**config.mk**
```make
export PLATFORM = sky130hd
export DESIGN_NAME = dac_pwm_out
export DESIGN_NICKNAME = d
export VERILOG_FILES = /design/src/rtl/dac_pkg.sv /design/src/rtl/dac_prescaler.sv /design/src/rtl/dac_pwm_out.sv
export SDC_FILE = /design/constraint.sdc
export NUM_CORES = 1
export LEC_CHECK = 0
export BUFFER_PORTS_ARGS = -buffer_cell sky130_fd_sc_hd__clkbuf_2
export CAP_MARGIN = 20
export CORE_UTILIZATION = 50
export CTS_CLUSTER_DIAMETER = 30
export DETAILED_ROUTE_END_ITERATION = 16
export PLACE_DENSITY = 0.77
export SYNTH_ARGS = -nofsm -noshare
export SYNTH_HDL_FRONTEND = slang
export SYNTH_HIERARCHICAL = 1
export SYNTH_SLANG_ARGS = --single-unit
```
**constraint.sdc**
```tcl
create_clock -name clk -period 3.1 [get_ports clk]
set_clock_uncertainty 0.15 [all_clocks]
set_input_delay 0.62 -clock clk [delete_from_list [all_inputs] [get_ports clk]]
set_output_delay 0.62 -clock clk [all_outputs]
set_load 0.02 [all_outputs]
```
**src/rtl/dac_pkg.sv**
```systemverilog
// Shared types for the DAC PWM output path.
//   DAC_W       : default sample / PWM counter width
//   dac_state_t : play-control state of the PWM renderer
package dac_pkg;

  localparam int DAC_W = 7;

  typedef enum logic [1:0] {
    IDLE = 2'd0,
    RUN  = 2'd1,
    STOP = 2'd2
  } dac_state_t;

endpackage

```
**src/rtl/dac_prescaler.sv**
```systemverilog
// PWM tick prescaler: divides clk down to one tick every PRESCALE cycles.
// Ports:
//   clk  : system clock
//   nRst : asynchronous active-low reset
//   run  : count enable; the counter is cleared while low
//   tick : high for one clk on the last cycle of each prescale interval
module dac_prescaler #(
  parameter int PRESCALE = 4
) (
  input  logic clk,
  input  logic nRst,
  input  logic run,
  output logic tick
);

  localparam int            PW   = (PRESCALE > 1) ? $clog2(PRESCALE) : 1;
  localparam logic [PW-1:0] LAST = PW'(PRESCALE - 1);

  logic [PW-1:0] r_presc;
  logic          w_last;

  assign w_last = (r_presc == LAST);
  assign tick   = run && w_last;

  always_ff @(posedge clk or negedge nRst) begin
    if (!nRst) begin
      r_presc <= '0;
    end else if (!run || w_last) begin
      r_presc <= '0;
    end else begin
      r_presc <= r_presc + 1'b1;
    end
  end

endmodule

```
**src/rtl/dac_pwm_out.sv**
```systemverilog
// DAC sample sink: takes N-bit samples over valid/ready into a one-deep
// pending buffer and renders the active duty value as a PWM waveform.
// The duty value only changes on a PWM period boundary (or on start).
// Ports:
//   clk, nRst     : system clock, asynchronous active-low reset
//   en            : play enable
//   sample        : unsigned duty value, accepted when sample_valid && sample_ready
//   sample_valid  : producer presents a sample
//   sample_ready  : pending buffer empty
//   pwm_out       : registered PWM output
//   period_tick   : one-cycle pulse per completed PWM period
//   underrun      : one-cycle pulse when a period ended with nothing pending
//
// state | meaning
// IDLE  | counters held at zero, output low
// RUN   | rendering PWM periods
// STOP  | finishing the current period, then back to IDLE
module dac_pwm_out
  import dac_pkg::*;
#(
  parameter int N        = DAC_W,
  parameter int PRESCALE = 4
) (
  input  logic         clk,
  input  logic         nRst,
  input  logic         en,
  input  logic [N-1:0] sample,
  input  logic         sample_valid,
  output logic         sample_ready,
  output logic         pwm_out,
  output logic         period_tick,
  output logic         underrun
);

  localparam logic [N-1:0] CNT_LAST = '1;

  dac_state_t   r_state, w_state_nxt;
  logic [N-1:0] r_pwm_cnt;
  logic [N-1:0] r_duty;
  logic [N-1:0] r_pending;
  logic         r_pending_full;
  logic         r_pwm_out;
  logic         r_period_tick;
  logic         r_underrun;

  logic w_run, w_tick, w_period_end, w_accept, w_start, w_consume;

  assign w_run        = (r_state != IDLE);
  assign w_period_end = w_tick && (r_pwm_cnt == CNT_LAST);
  assign w_accept     = sample_valid && !r_pending_full;
  assign w_start      = (r_state == IDLE) && en;
  // accept and consume never coincide: accept needs an empty buffer
  assign w_consume    = (w_start || w_period_end) && r_pending_full;

  dac_prescaler #(.PRESCALE(PRESCALE)) u_presc (
    .clk  (clk),
    .nRst (nRst),
    .run  (w_run),
    .tick (w_tick)
  );

  always_ff @(posedge clk or negedge nRst) begin
    if (!nRst) begin
      r_state <= IDLE;
    end else begin
      r_state <= w_state_nxt;
    end
  end

  always_comb begin
    w_state_nxt = r_state;
    case (r_state)
      IDLE:    if (en) w_state_nxt = RUN;
      RUN:     if (!en) w_state_nxt = STOP;
      STOP: begin
        // re-enabling keeps the running phase; otherwise let the period finish
        if (en)                w_state_nxt = RUN;
        else if (w_period_end) w_state_nxt = IDLE;
      end
      default: w_state_nxt = IDLE;
    endcase
  end

  always_ff @(posedge clk or negedge nRst) begin
    if (!nRst) begin
      r_pwm_cnt <= '0;
    end else if (!w_run) begin
      r_pwm_cnt <= '0;
    end else if (w_tick) begin
      r_pwm_cnt <= r_pwm_cnt + 1'b1;
    end
  end

  always_ff @(posedge clk or negedge nRst) begin
    if (!nRst) begin
      r_duty         <= '0;
      r_pending      <= '0;
      r_pending_full <= 1'b0;
    end else begin
      if (w_start) begin
        r_duty <= r_pending_full ? r_pending : '0;
      end else if (w_period_end && r_pending_full) begin
        r_duty <= r_pending;
      end
      if (w_accept) begin
        r_pending      <= sample;
        r_pending_full <= 1'b1;
      end else if (w_consume) begin
        r_pending_full <= 1'b0;
      end
    end
  end

  always_ff @(posedge clk or negedge nRst) begin
    if (!nRst) begin
      r_pwm_out     <= 1'b0;
      r_period_tick <= 1'b0;
      r_underrun    <= 1'b0;
    end else begin
      r_pwm_out     <= w_run && (r_pwm_cnt < r_duty);
      r_period_tick <= w_period_end;
      r_underrun    <= w_period_end && !r_pending_full;
    end
  end

  assign sample_ready = !r_pending_full;
  assign pwm_out      = r_pwm_out;
  assign period_tick  = r_period_tick;
  assign underrun     = r_underrun;

endmodule

```
==> flow_metrics.env <==
export IMPL_outcome="completed"
export IMPL_drive_gt1_frac=0.2578
export IMPL_synth_top_area_share=0.5415
export IMPL_cts_root_buf="clkbuf_4"
export IMPL_fmax_mhz=471.1
export IMPL_numClockSinks=29
export IMPL_synth_edf_count=0
export IMPL_cts_htree_levels=2
export IMPL_routabilityCongestion=0.7758
export IMPL_area_growth_pct=10.83
export IMPL_fill_cells=206
export IMPL_p_leak_nw=0.7003
export IMPL_critical_path_endpoint_type="flip-flop"
export IMPL_synth_seq_cells=29
export IMPL_hp_class="input pin to asynchronous set/reset pin"
export IMPL_setup_violations_final=0
export IMPL_yosysSeqAreaShare=0.5415
export IMPL_grt_pass1_vias=841
export IMPL_startpoint="r_state[1]"
export IMPL_critPathKind="flip-flop to flip-flop"
export IMPL_final_util=0.5941
export IMPL_row_count=18
export IMPL_p_total_mw=1.039
export IMPL_slew_viol_final=0
export IMPL_grt_max_degree=30
export IMPL_firstDrtPassIters=4
export IMPL_io_buffer_count=14
export IMPL_fin_tns_setup_ps=0
export IMPL_cts_inserted_buffers=5
export IMPL_synth_most_common_cell="dfrtp_1"
export IMPL_max_slew_margin_rel=0.5285
export IMPL_synth_area_sq_um=1340
export IMPL_hold_viol_final=0
export IMPL_post_cts_resized=0
export IMPL_postCtsHoldBufs=0
export IMPL_synthTopCellsByCount="29 x dfrtp_1, 8 x ha_1, 8 x inv_1, 8 x nor2_1, 7 x a32o_1"
export IMPL_wl_per_cell_um=13.95
export IMPL_yosysUniqueCellTypes=35
export IMPL_clk_pin_slew_worst_paths_ps=100
export IMPL_ys_warn_count=6
export IMPL_post_cts_buffers=0
export IMPL_grt_antenna_before_repair=0
export IMPL_dpl_instance_area_sq_um=1430
export IMPL_r2r_setup_slack_ps=980
export IMPL_grt_pass1_wl_um=3684
export IMPL_r2r_end="r_duty[1]"
export IMPL_period_minus_slack_ps=2123
export IMPL_cap_violations=0
export IMPL_rsz0062_at_grt="false"
export IMPL_drtIter0Drc=12
export IMPL_grt_remaining_overflow=0
export IMPL_drc=0
export IMPL_syn_nets=128
export IMPL_drt_wl_total_um=2204
export IMPL_endpoint="r_duty[1]"
export IMPL_peakVddDrop_v=0.0004923
export IMPL_worst_ep_required_time_ps=3220
export IMPL_synth_ff_type="dfrtp_1"
export IMPL_cp_arrival_ps=2250
export IMPL_syn_area_per_cell_sq_um=12.29
export IMPL_worstSetupStartpointType="flip-flop"
export IMPL_min_period_over_period=0.6848
export IMPL_dieArea_sq_um=2891
export IMPL_clk_path_buf_depth=2
export IMPL_worst_pin_slew_ps=707.3
export IMPL_whs_ps=166.7
export IMPL_viasPerCell=5.595
export IMPL_start_util=0.5360
export IMPL_design_core_area_sq_um=2500
export IMPL_cts_tree="done"
export IMPL_layout_nets=146
export IMPL_grtUsageTotal=0.1922
export IMPL_clk_latency_ps=340
export IMPL_hpwl_um=1620
export IMPL_powerDensity_nw_per_um2=699.5
export IMPL_num_vias=884
export IMPL_async_flop_share=1.000
export IMPL_fp_dieW_um=53.77
export IMPL_ant_nets=0
export IMPL_reg2reg_depth=6
export IMPL_syn_inst=109
export IMPL_yosys_area_top_type="dfrtp_1"
export IMPL_die_height_um=53.77
export IMPL_regArea_sq_um=725.7
export IMPL_timing_rr_start="r_state[1]"
export IMPL_crit_path_max_fanout=9
export IMPL_multi_input_area_sq_um=566.8
export IMPL_num_io_pins=15
export IMPL_fin_area_sq_um=1485
export IMPL_synth_area_leaders="dfrtp_1 54%, ha_1 7.5%, a32o_1 5.2%"
export IMPL_diodes=0
==> power by group <==
part           internal (mW)  switching, mW
Combinational          0.138          0.117
Clock                 0.0852          0.136
Sequential             0.489         0.0745
Total                  0.711          0.327
==> layer usage <==
layer | track usage | wire length (um) | part of all wire | up-vias
met5 | 0 | 0 | 0 | -
met1 | 0.2182 | 1019 | 0.46 | 434
li1 | - | - | - | 429
met4 | 0.1053 | 52 | 0.024 | 0
met2 | 0.2942 | 1015 | 0.46 | 15
met3 | 0.09322 | 117 | 0.053 | 6
==> critical path: stages (launching register included) <==
cell     delay, ps
dfrtp_1        420
nor2_1         460
inv_1          140
and2_2         290
nand3_4        130
o31a_1         300
a32o_1         170
==> kinds of logic after synthesis <==
| family | count (synthesis) | share of synthesized area |
|---|---|---|
| AOI/OAI and AO/OA | 22 | 0.1289 |
| xor gates and xnor gates | 4 | 0.02615 |
| adders and majority gates | 8 | 0.07470 |
| buffers and inverters | 11 | 0.03548 |
| DFF | 29 | 0.5416 |
| muxes | 8 | 0.06629 |
| and+or+nand+nor | 27 | 0.1270 |
==> placed cells by master, fill, tap and decap left out, types with 2 or more instances in the layout <==
cell / count
a21oi_1: 3
a32o_1: 7
clkbuf_2: 14
clkbuf_4: 5
clkinv_2: 2
dfrtp_1: 29
ha_1: 8
inv_1: 8
mux2_2: 6
nand2_1: 2
nand2b_1: 2
nand3_1: 2
nand4_1: 2
nor2_1: 8
nor2b_1: 2
o21ai_0: 3
o31a_1: 2
or3_1: 2
xor2_1: 3
==> stage by stage <==
step           cells  setup slack [ps]
6_report         158             977.1
2_1_floorplan    109              1198
4_1_cts          158             997.1
5_1_grt          158             815.0
3_5_place_dp     150              1034
3_3_place_gp     150              1094
==> layout make-up <==
type                            count  area share
Clock buffer                        5     0.02527
Clock inverter                      3     0.01179
Inverter                            8     0.02022
Multi-Input combinational cell     69      0.3816
Sequential cell                    29      0.4886
Tap cell                           30     0.02527
Timing Repair Buffer               14     0.04718
==> sequential cells by signal (all words and copies together), names as in the netlist <==
register	count
r_pending_full	1
r_state	2
period_tick	1
underrun	1
r_pwm_cnt	7
r_pending	7
pwm_out	1
u_presc/r_presc	2
r_duty	7
==> worst min-delay path by stage <==
stage,from,end,slack [ps],cells after the start
final,nRst,r_duty[5],170,1
after global placement,u_presc/r_presc[0],u_presc/r_presc[0],300,1
after detailed placement,u_presc/r_presc[0],u_presc/r_presc[0],310,1
after CTS,nRst,underrun,170,1
after floorplan,nRst,period_tick,170,0
after global routing,nRst,r_duty[2],210,1
Note: power is estimated with default switching activity, not from simulation.
